### config.mk
export PLATFORM = sky130hd
export DESIGN_NAME = interrupt_injector
export DESIGN_NICKNAME = d
export VERILOG_FILES = /design/src/rtl/interrupt_injector_pkg.sv /design/src/rtl/interrupt_fifo.sv /design/src/rtl/interrupt_injector.sv
export SDC_FILE = /design/constraint.sdc
export NUM_CORES = 1
export LEC_CHECK = 0
export ABC_AREA = 1
export CELL_PAD_IN_SITES_DETAIL_PLACEMENT = 1
export CELL_PAD_IN_SITES_GLOBAL_PLACEMENT = 2
export CORE_UTILIZATION = 32
export DETAILED_ROUTE_END_ITERATION = 10
export PLACE_DENSITY = 0.85
export SLEW_MARGIN = 10
export SYNTH_ARGS = -nofsm -noshare
export SYNTH_HDL_FRONTEND = slang
export SYNTH_SLANG_ARGS = --single-unit
export TNS_END_PERCENT = 5
### constraint.sdc
create_clock -name clock -period 2.93 [get_ports clock]
set_input_delay 0.7325 -clock clock [delete_from_list [all_inputs] [get_ports clock]]
set_output_delay 0.7325 -clock clock [all_outputs]
set_load 0.03 [all_outputs]
### src/rtl/interrupt_injector_pkg.sv
// interrupt_injector_pkg: shared widths, idle encoding, FSM states and opcodes for the injector.
package interrupt_injector_pkg;
  localparam int INSN_WIDTH_DEF = 32;
  localparam logic [31:0] NOP_INSN_DEF = 32'h00000000;
  localparam logic [7:0] OPC_JUMP = 8'hA0;
  localparam logic [7:0] OPC_FRAME = 8'hB0;
  localparam logic [7:0] OPC_SCORE = 8'hC0;
  typedef enum logic [1:0] {IDLE, OFFER, HOLDOFF} state_t;
endpackage

### src/rtl/interrupt_fifo.sv
// interrupt_fifo: synchronous FIFO; a push into a full FIFO is ignored unless a pop frees the slot the same cycle.
module interrupt_fifo #(
  parameter int WIDTH = 32,
  parameter int DEPTH = 4
) (
  input  logic                     clock,
  input  logic                     reset,
  input  logic                     push,
  input  logic                     pop,
  input  logic [WIDTH-1:0]         din,
  output logic [WIDTH-1:0]         dout,
  output logic                     full,
  output logic                     empty,
  output logic [$clog2(DEPTH):0]   count
);
  localparam int AW = $clog2(DEPTH);
  logic [WIDTH-1:0] mem_q [DEPTH];
  logic [WIDTH-1:0] mem_d [DEPTH];
  logic [AW-1:0] wr_ptr_q, wr_ptr_d, rd_ptr_q, rd_ptr_d;
  logic [AW:0] count_q, count_d;
  logic do_push, do_pop;
  assign full = count_q == (AW+1)'(DEPTH);
  assign empty = count_q == '0;
  assign count = count_q;
  assign dout = mem_q[rd_ptr_q];
  assign do_pop = pop && !empty;
  assign do_push = push && (!full || do_pop);
  always_comb begin
    mem_d = mem_q;
    if (do_push) mem_d[wr_ptr_q] = din;
    wr_ptr_d = wr_ptr_q + AW'(do_push);
    rd_ptr_d = rd_ptr_q + AW'(do_pop);
    count_d = count_q + (AW+1)'(do_push) - (AW+1)'(do_pop);
  end
  always_ff @(posedge clock) begin
    if (reset) begin
      mem_q <= '{default: '0};
      wr_ptr_q <= '0;
      rd_ptr_q <= '0;
      count_q <= '0;
    end else begin
      mem_q <= mem_d;
      wr_ptr_q <= wr_ptr_d;
      rd_ptr_q <= rd_ptr_d;
      count_q <= count_d;
    end
  end
endmodule

### src/rtl/interrupt_injector.sv
// interrupt_injector: queues new interrupt words and injects them into CPU fetch at safe points.
// Optional INT_COALESCE_EN: drop repeats of the last pushed word until the next frame_tick.
module interrupt_injector
  import interrupt_injector_pkg::*;
#(
  parameter int INSN_WIDTH = INSN_WIDTH_DEF,
  parameter int DEPTH = 4,
  parameter logic [INSN_WIDTH-1:0] NOP_INSN = INSN_WIDTH'(NOP_INSN_DEF),
  parameter int HOLDOFF_CYCLES = 2
) (
  input  logic                       clock,
  input  logic                       reset,
  input  logic [INSN_WIDTH-1:0]      interrupt_instruction,
  input  logic                       frame_tick,
  input  logic                       cpu_fetch_ready,
  output logic                       inject_valid,
  output logic [INSN_WIDTH-1:0]      inject_instruction,
  output logic [$clog2(DEPTH):0]     pending_count,
  output logic                       overflow
);
  localparam int CW = HOLDOFF_CYCLES > 1 ? $clog2(HOLDOFF_CYCLES) : 1;
  localparam logic [CW-1:0] HOLD_INIT = CW'(HOLDOFF_CYCLES > 0 ? HOLDOFF_CYCLES - 1 : 0);
  state_t state_q, state_d;
  logic [CW-1:0] hold_q, hold_d;
  logic [INSN_WIDTH-1:0] prev_q, head;
  logic overflow_q, overflow_d;
  logic req, push, accept, full, empty;
  logic [$clog2(DEPTH):0] count;
  assign req = interrupt_instruction != NOP_INSN && interrupt_instruction != prev_q;
  assign accept = inject_valid && cpu_fetch_ready;
  assign overflow_d = overflow_q | (push && full && !accept);
`ifdef INT_COALESCE_EN
  logic [INSN_WIDTH-1:0] last_q, last_d;
  logic seen_q, seen_d, written;
  assign push = req && !(seen_q && !frame_tick && interrupt_instruction == last_q);
  assign written = push && (!full || accept);
  assign last_d = written ? interrupt_instruction : last_q;
  assign seen_d = written | (seen_q & !frame_tick);
  always_ff @(posedge clock) begin
    if (reset) begin
      last_q <= NOP_INSN;
      seen_q <= 1'b0;
    end else begin
      last_q <= last_d;
      seen_q <= seen_d;
    end
  end
`else
  logic frame_tick_unused;
  assign frame_tick_unused = frame_tick;
  assign push = req;
`endif
  interrupt_fifo #(.WIDTH(INSN_WIDTH), .DEPTH(DEPTH)) u_fifo (
    .clock(clock), .reset(reset), .push(push), .pop(accept),
    .din(interrupt_instruction), .dout(head), .full(full), .empty(empty), .count(count)
  );
  always_comb begin
    state_d = state_q;
    hold_d = hold_q;
    case (state_q)
      IDLE: state_d = empty ? IDLE : OFFER;
      OFFER:
        if (accept) begin
          if (HOLDOFF_CYCLES > 0) begin
            state_d = HOLDOFF;
            hold_d = HOLD_INIT;
          end else begin
            state_d = (count > 1 || push) ? OFFER : IDLE;
          end
        end
      HOLDOFF:
        if (hold_q == '0) state_d = empty ? IDLE : OFFER;
        else hold_d = hold_q - 1'b1;
      default: state_d = IDLE;
    endcase
  end
  always_ff @(posedge clock) begin
    if (reset) begin
      state_q <= IDLE;
      hold_q <= '0;
      prev_q <= NOP_INSN;
      overflow_q <= 1'b0;
    end else begin
      state_q <= state_d;
      hold_q <= hold_d;
      prev_q <= interrupt_instruction;
      overflow_q <= overflow_d;
    end
  end
  // head is a FIFO register that only moves on accept, so the offered word is stable
  assign inject_valid = state_q == OFFER;
  assign inject_instruction = inject_valid ? head : NOP_INSN;
  assign pending_count = count;
  assign overflow = overflow_q;
endmodule

Word-level counts from Yosys, hierarchy flattened
Index checks and enable logic that the tools add are counted.

Magnitude comparators: 3. Multiplexer cells: 14. Bitwise operators: 3. Add/sub/neg operators: 5. Reductions and logical operators: 17. Equality and inequality tests: 6.

Operators by type and width (number): bitwise mux 128 bit (1); 2-to-1 mux 32 bit (4); binary-select mux 32 bit (select 2 bit) (1); demux 32 bit (select 2 bit) (1); != test 32 bit (1); nonzero test 32 bit (1); logical AND 1 bit (7); >= comparator 3 bit (second input constant) (2); inverter 2 -> 3 bit (2); case mux 2 bit (3 select lines) (1); adder 2 x 1 -> 2 bit (2); 2-to-1 mux 2 bit (2); AND reduction 2 bit (2); adder 3 x 1 -> 3 bit (1); == test 3 bit (second input constant) (1); zero test 1 bit (3); zero test 3 bit (1); < comparator 3 x 1 -> 1 bit (second input constant) (1); 2-to-1 mux 1 bit (3); subtractor 3 x 1 -> 3 bit (1); == test 2 x 1 -> 1 bit (second input constant) (1); == test 2 bit (second input constant) (1); zero test 2 bit (1); != test 2 x 1 -> 1 bit (second input constant) (1); other kinds (6) (6).

Word-level logic and storage cells: 59. Bits in registers: 171. Output and inout bits: 37. Bits of input ports: 36.

Depth between registers and ports, before layout
Gate-level depths: netlist of the first run.

Depth in word-level cells: 7. Depth in mapped cells: 16. Depth with buffers taken out: 16.

Hierarchy
Synthesis of the first run repeated with hierarchy kept, for this count alone.

Cell total of the unflattened synthesis: 1525. Area total of the unflattened synthesis: 9280.2 um2.

By module, submodules not included: interrupt_fifo (cells each 1230, area each 7413.4 um2, sequential area each 2702.6 um2, times used 1); interrupt_injector (cells each 295, area each 1866.8 um2, sequential area each 720.7 um2, times used 1).

Least setup slack after synthesis of the first run
OpenSTA, ideal clock, no wires.

Path type: input port to flip-flop. Start: in interrupt_instruction[18]. End: reg u_fifo.count_q[2] (netlist: u_fifo.count[2]). Setup time: 0.140 ns. Buffers on the path: 0. Arrival: 2.267 ns. Path slack: 0.523 ns. Required time: 2.790 ns. Stages on the path: 16. Cell sequence: inv_1 nand2_1 nand2_1 nand2_1 nor2_1 nand2_1 nor2_2 nand2_4 nand2_1 nor2_1 ha_1 inv_1 fa_1 xor2_1 o21ai_0 a21oi_1.

Word-level cells in the longest chain between the ends: 5. Elaborated cells between the ends (all ways): 6. Those cells by class: add/sub (2); eq/ne (1); reduce/logical (3).

RTL lines: start, declared (line interrupt_injector.sv:13) `input logic [INSN_WIDTH-1:0] interrupt_instruction,`; != test 32 bit / nonzero test 32 bit (equally long branches) (line interrupt_injector.sv:29) `assign req = interrupt_instruction != NOP_INSN && interrupt_instruction != prev_q;`; logical AND 1 bit (*) (line interrupt_injector.sv:29); logical AND 1 bit (*) (line interrupt_fifo.sv:27) `assign do_push = push && (!full || do_pop);`; adder 3 x 1 -> 3 bit (*) (line interrupt_fifo.sv:33) `count_d = count_q + (AW+1)'(do_push) - (AW+1)'(do_pop);`; subtractor 3 x 1 -> 3 bit (*) (line interrupt_fifo.sv:33); end signal, assigned (line interrupt_fifo.sv:45) `count_q <= count_d;`; end, declared (line interrupt_fifo.sv:20) `logic [AW:0] count_q, count_d;`.

Every way passes the cells marked *; elsewhere a longest branch is shown, timed or not. A chain may end at the register's enable or synchronous reset.

Worst setup path after layout of the first run
Start: reg u_fifo.rd_ptr_q[1]. End: out inject_instruction[11].

Word-level cells in the longest chain between the ends: 5.

RTL lines: start, declared (line interrupt_fifo.sv:19) `logic [AW-1:0] wr_ptr_q, wr_ptr_d, rd_ptr_q, rd_ptr_d;`; start signal, assigned (line interrupt_fifo.sv:44) `rd_ptr_q <= rd_ptr_d;`; inverter 2 -> 3 bit (implied by the code) (line interrupt_fifo.sv:25) `assign dout = mem_q[rd_ptr_q];`; binary-select mux 32 bit (select 2 bit) (line interrupt_fifo.sv:25); 2-to-1 mux 32 bit (implied by the code) (2 in a row) (line interrupt_fifo.sv:25); 2-to-1 mux 32 bit (line interrupt_injector.sv:92) `assign inject_instruction = inject_valid ? head : NOP_INSN;`; end, declared (line interrupt_injector.sv:17) `output logic [INSN_WIDTH-1:0] inject_instruction,`.

Every way passes these cells. The select of a mux whose other input is x is not followed.

==> out/results.tsv, run 1 <==
metric	value	unit
status	completed	
grt_overflow	0	
ir_drop	0.000423	V
initial_core_util	0.329	
final.min_clock_period	2780	ps
final_common_cell	nor2_1	
slew_headroom	0.626	
final_nets	1411	
cts_resized	0	
syn_avg_cell_area	6.61	um2
synth_area_leaders	dfxtp_1 41%, nor2_1 14%, nand2_1 14%	
via_count	7746	
place_inst	1681	
ys_types	24	
worst_path_max_delay_cell	dfxtp_1	
drt_drc_violations_left	0	
drv_cap	0	
dieArea	26800	um2
cts_tree	built	
pin_count	73	
final_cell_mix	315 x nor2_1, 310 x nand2_1, 177 x inv_1, 170 x dfxtp_1	
routedWlPerCell	13.8	um
crit_chain	inv_1, buf_4, a21oi_1, o21ai_0, a21oi_1, buf_4	
drive_above_1_share	0.120	
cts.path.max_buffers	2	
slew_violations	0	
root_buffer	clkbuf_16	
portBuffers	71	
grt.total_usage	0.186	
cp-start-kind	register	
ys_warn_count	0	
pwr_density_cell	981	nW/um2
die_y	164	um
synth.top_cell.area_share	0.409	
instances_no_fill	1713	
ys_seq_area_frac	0.409	
cts_setup_buffers	0	
drt_wl_total	23600	um
synth_nets	1306	
final_util	0.405	
hold_viol_final	0	
antenna-diode-count	0	
cp.required	2200	ps
grt_max_degree	66	
tightest_slew	560	ps
worstSetupPathType	register to output port	
clock_sinks	171	
fin_crit_sh	0.950	
setup_ws	148	ps
postRouteAntennaNets	0	
die_w	164	um
clock_latency	430	ps
arrival	2050	ps
clkTransAtPathRegs	70	ps
syn_inst	1265	
dpl.hpwl	15500	um
hold_path.class	register to register	
synth-seq-cells	171	
crit_fanout	14	
grt_pass1_vias	7898	
rsz0062_at_grt	no	
grt_pass1_wl	39100	um
dpl_worst_slack	-292	ps
gp_congestion	0.709	
finClkSkew	10.2	ps
syn_to_final_growth	23.1	%
p_leak	5.07	nW
cpPeakStageDelay	370	ps
synth.cell_area	8360	um2
drtIter0Drc	251	
setup_viol	0	
rows	58	
cts_buffers	17	
cts_htree_levels	4	
synth_top_cell_by_area	dfxtp_1	
end_kind	output port	
drt_first_pass_iters	4	
coreArea	25400	um2
vias_per_cell	4.52	
hold_buffers	0	
fmax	359	MHz
antenna_found_initial	0	
[where the power goes]
group          internal, mW  total [mW]  switching, mW
clock                  1.55        2.54          0.993
sequential             3.06        3.34          0.286
combinational          1.58        4.22           2.64
total                  6.18        10.1           3.92
[synthesized netlist by cell type]
library cell	number
buf_1	2
nor2_1	316
nor2_4	1
nand4_4	5
nor2_2	2
buf_2	1
clkbuf_1	26
nand2_4	1
fa_1	1
inv_2	8
o21a_1	1
ha_1	4
xor2_1	1
nor3_1	1
nand4_1	8
o21ai_0	65
xnor2_1	25
nand3_1	1
clkbuf_8	13
inv_1	178
a21oi_1	100
buf_6	24
dfxtp_1	171
nand2_1	310
[area by class of cell]
cell class                 instances  area (um2)
clock inverter                    13         215
inverter                         186         701
multi-input combinational        842        3690
timing repair buffer             152        1410
tap                              330         413
clock buffer                      19         443
fill                            3301       15100
sequential                       171        3420
[layer usage]
| layer | track usage | up-vias | share of wire |
|---|---|---|---|
| met1 | 0.228 | 3656 | 0.47 |
| met4 | 0.0539 | 0 | 0.014 |
| li1 | - | 3987 | - |
| met2 | 0.331 | 82 | 0.49 |
| met3 | 0.0302 | 21 | 0.028 |
| met5 | 0 | - | 0 |
[state kept, by name, indices dropped and copies added, names as in the netlist]
signal and cells:
u_fifo.wr_ptr_q 2, u_fifo.rd_ptr_q 2, prev_q 32, u_fifo.mem_q 128, state_q 2, u_fifo.count 3
overflow 1, hold_q 1
[through the flow]
step	instance area [um2]	setup TNS [ps]	hold slack (ps)	total power, mW
3_3_place_gp	9630	-388	457	7.48
5_1_grt	10300	0	492	11.0
2_1_floorplan	8360	0	444	6.39
3_5_place_dp	9630	-429	461	7.66
4_1_cts	10300	0	474	10.3
6_report	10300	0	472	10.1
[cell families (layout without fill, tap and decap cells)]
| family | after synthesis | count (layout) | synth area share |
|---|---|---|---|
| AOI/OAI and AO/OA | 166 | 166 | 0.0996 |
| buffers and inverters | 252 | 370 | 0.150 |
| xor gates and xnor gates | 26 | 26 | 0.0272 |
| adders and majority gates | 5 | 5 | 0.00838 |
| DFF | 171 | 171 | 0.409 |
| and+or+nand+nor | 645 | 645 | 0.305 |
[worst max-delay path, delay by kind of cell, from the launching register on]
| kind | cells | cell delay, ps |
|---|---|---|
| flip-flops | 1 | 370 |
| AO/OA/AOI/OAI | 3 | 520 |
| buffers and inverters | 3 | 720 |
[path summary, 6_finish.rpt]
path	from	end	slack, ps	cells past startpoint
max	u_fifo.rd_ptr_q[1]$_SDFF_PP0_	inject_instruction[11]	150	6
min	hold_q$_SDFFE_PP0P_	hold_q$_SDFFE_PP0P_	470	2
max reg2reg	state_q[0]$_SDFFE_PP0P_	u_fifo.count[2]$_SDFF_PP0_	710	14
min reg2reg	hold_q$_SDFFE_PP0P_	hold_q$_SDFFE_PP0P_	470	2
(Power assumes the default switching activity.)
==> run 2: changes to the inputs <==
Settings changed: CTS_CLUSTER_SIZE set to 30.
==> results of run 2 <==
The final DEF is identical to that of run 1; final timing and power are the same.
==> run 3: changes to the inputs <==
Settings changed: CELL_PAD_IN_SITES_DETAIL_PLACEMENT 1 to 0.
==> run 3 against run 2 <==
  * Sequential power about the same
  * Sequential share of layout area increased by 0.13 points
  * Cell count unchanged
  * Cell area decreased by 0.40%
  * Worst hold slack worse by 3.1 ps
  * Global-route usage down 1.7 points
  * Die area unchanged
  * Clock-buffer cell count is 1 lower
  * Setup slack improved by 24 ps
  * Clock skew rose by 3.5 ps
  * Register-to-register slack better by 30 ps
  * Combinational power fell by 3%
  * Highest routed layer unchanged
==> out/results.tsv, run 3 (same netlist as run 1, synthesis figures left out) <==
metric	value	unit	change
status	completed		unchanged
drtIter0Drc	360		was 251
gp_congestion	0.709		unchanged
end_kind	output port		unchanged
cts_resized	0		unchanged
cp.required	2200	ps	about the same
dpl.hpwl	13600	um	was 15500 um
largest_reg_flops	128		unchanged
antenna_found_initial	0		unchanged
root_buffer	clkbuf_16		unchanged
portBuffers	71		unchanged
pwr_density_cell	960	nW/um2	was 981 nW/um2
slew_violations	0		unchanged
antenna-diode-count	0		unchanged
slew_headroom	0.649		was 0.626
worstSetupPathType	register to output port		unchanged
cpMostUsedCell	a21oi_1		
final_cell_mix	316 x nor2_1, 310 x nand2_1, 177 x inv_1, 170 x dfxtp_1, 100 x a21oi_1		was 315 x nor2_1, 310 x nand2_1, 177 x inv_1, 170 x dfxtp_1
critPathLaunch	u_fifo.rd_ptr_q[1]$_SDFF_PP0_		unchanged
crit_chain	inv_1, buf_4, a21oi_1, o21ai_0, a21oi_1, buf_12		was inv_1, buf_4, a21oi_1, o21ai_0, a21oi_1, buf_4
syn_to_final_growth	22.6	%	was 23.1%
initial_core_util	0.329		unchanged
regToRegEndpoint	u_fifo.count[2]$_SDFF_PP0_		unchanged
dieArea	26800	um2	unchanged
grt_max_degree	66		unchanged
whs	469	ps	was 472 ps
routedWlPerCell	12.4	um	was 13.8 um
cts.path.max_buffers	2		unchanged
total_power	9.84	mW	was 10.1 mW
arrival	2030	ps	was 2050 ps
via_count	7319		was 7746
cts_buffers	17		unchanged
drt_drc_violations_left	0		unchanged
clock_latency	430	ps	about the same
hold_buffers	0		unchanged
place_inst	1681		unchanged
regMostFlops	u_fifo.mem_q		unchanged
pin_count	73		unchanged
grt.total_usage	0.169		was 0.186
cpPeakStageDelay	370	ps	about the same
clock_sinks	171		unchanged
drv_cap	0		unchanged
postRouteAntennaNets	0		unchanged
drt_wl_total	21300	um	was 23600 um
cts_setup_buffers	0		unchanged
hold_viol_final	0		unchanged
finClkSkew	13.7	ps	was 10.2 ps
hold_path.class	register to register		unchanged
rows	58		unchanged
final.min_clock_period	2760	ps	was 2780 ps
cts_htree_levels	4		unchanged
final_nets	1411		unchanged
vias_per_cell	4.27		was 4.52
die_y	164	um	unchanged
fin_crit_sh	0.941		was 0.950
cp-start-kind	register		unchanged
crit_fanout	14		unchanged
rsz0062_at_grt	no		unchanged
worst_path_max_delay_cell	dfxtp_1		unchanged
rrSetupSlack	740	ps	was 710 ps
reg2reg_from	state_q[0]$_SDFFE_PP0P_		unchanged
final_common_cell	nor2_1		unchanged
fmax	363	MHz	was 359 MHz
instances_no_fill	1713		unchanged
cp-endpoint	inject_instruction[6]		was inject_instruction[11]
drive_above_1_share	0.119		was 0.120
grt_pass1_vias	6943		was 7898
cts_tree	built		unchanged
grt_overflow	0		unchanged
r2r.worst_path.cells	14		unchanged
clkTransAtPathRegs	60	ps	was 70 ps
drt_first_pass_iters	4		unchanged
grt_pass1_wl	35200	um	was 39100 um
tightest_slew	526	ps	was 560 ps
coreArea	25400	um2	unchanged
die_w	164	um	unchanged
setup_viol	0		unchanged
ir_drop	0.000431	V	was 0.000423 V
p_leak	5.05	nW	was 5.07 nW
-- run 3: critical path: cells and delay by family, from the launching register on --
| kind | cells | cell delay (ps) |
|---|---|---|
| AOI/OAI and AO/OA | 3 | 550 |
| buffers and inverters | 3 | 660 |
| DFF | 1 | 370 |
-- run 3: cell type report --
class	instances	area, um2
inverters	186	701
clock buffers	18	429
fillers	2798	15100
clock inverters	14	194
repair buffers	152	1410
well taps	330	413
multi-input cells	842	3680
flip-flops and latches	171	3420
-- run 3: stage by stage --
| step | util | cell area [um2] | TNS [ps] | setup WS [ps] |
|---|---|---|---|---|
| after CTS | 0.404 | 10300 | 0 | 94.3 |
| after global routing | 0.404 | 10300 | 0 | 22.2 |
| after global placement | 0.379 | 9630 | -388 | -249 |
| after floorplan | - | 8360 | 0 | 523 |
| after detailed placement | 0.379 | 9630 | -388 | -269 |
| final | 0.404 | 10300 | 0 | 172 |
-- run 3: layer usage --
metal  track usage  part of all wire  up-vias
li1              -                 -     3980
met3        0.0333             0.027       13
met1         0.221              0.50     3254
met5             0                 0        -
met2         0.283              0.46       72
met4        0.0379            0.0088        0
-- run 3: how the worst min path moves through the flow --
stage                        startpoint                  end  slack (ps)  depth (start not counted)
floorplan           hold_q$_SDFFE_PP0P_  hold_q$_SDFFE_PP0P_         440                          2
CTS                 hold_q$_SDFFE_PP0P_  hold_q$_SDFFE_PP0P_         470                          2
detailed placement  hold_q$_SDFFE_PP0P_  hold_q$_SDFFE_PP0P_         460                          2
finish              hold_q$_SDFFE_PP0P_  hold_q$_SDFFE_PP0P_         470                          2
global placement    hold_q$_SDFFE_PP0P_  hold_q$_SDFFE_PP0P_         460                          2
global route        hold_q$_SDFFE_PP0P_  hold_q$_SDFFE_PP0P_         470                          2
-- run 3: where the power goes --
group | switching (mW) | internal, mW | leakage (nW)
sequential | 0.272 | 3.06 | 1.41
clock | 0.975 | 1.43 | 0.306
combinational | 2.53 | 1.57 | 3.34
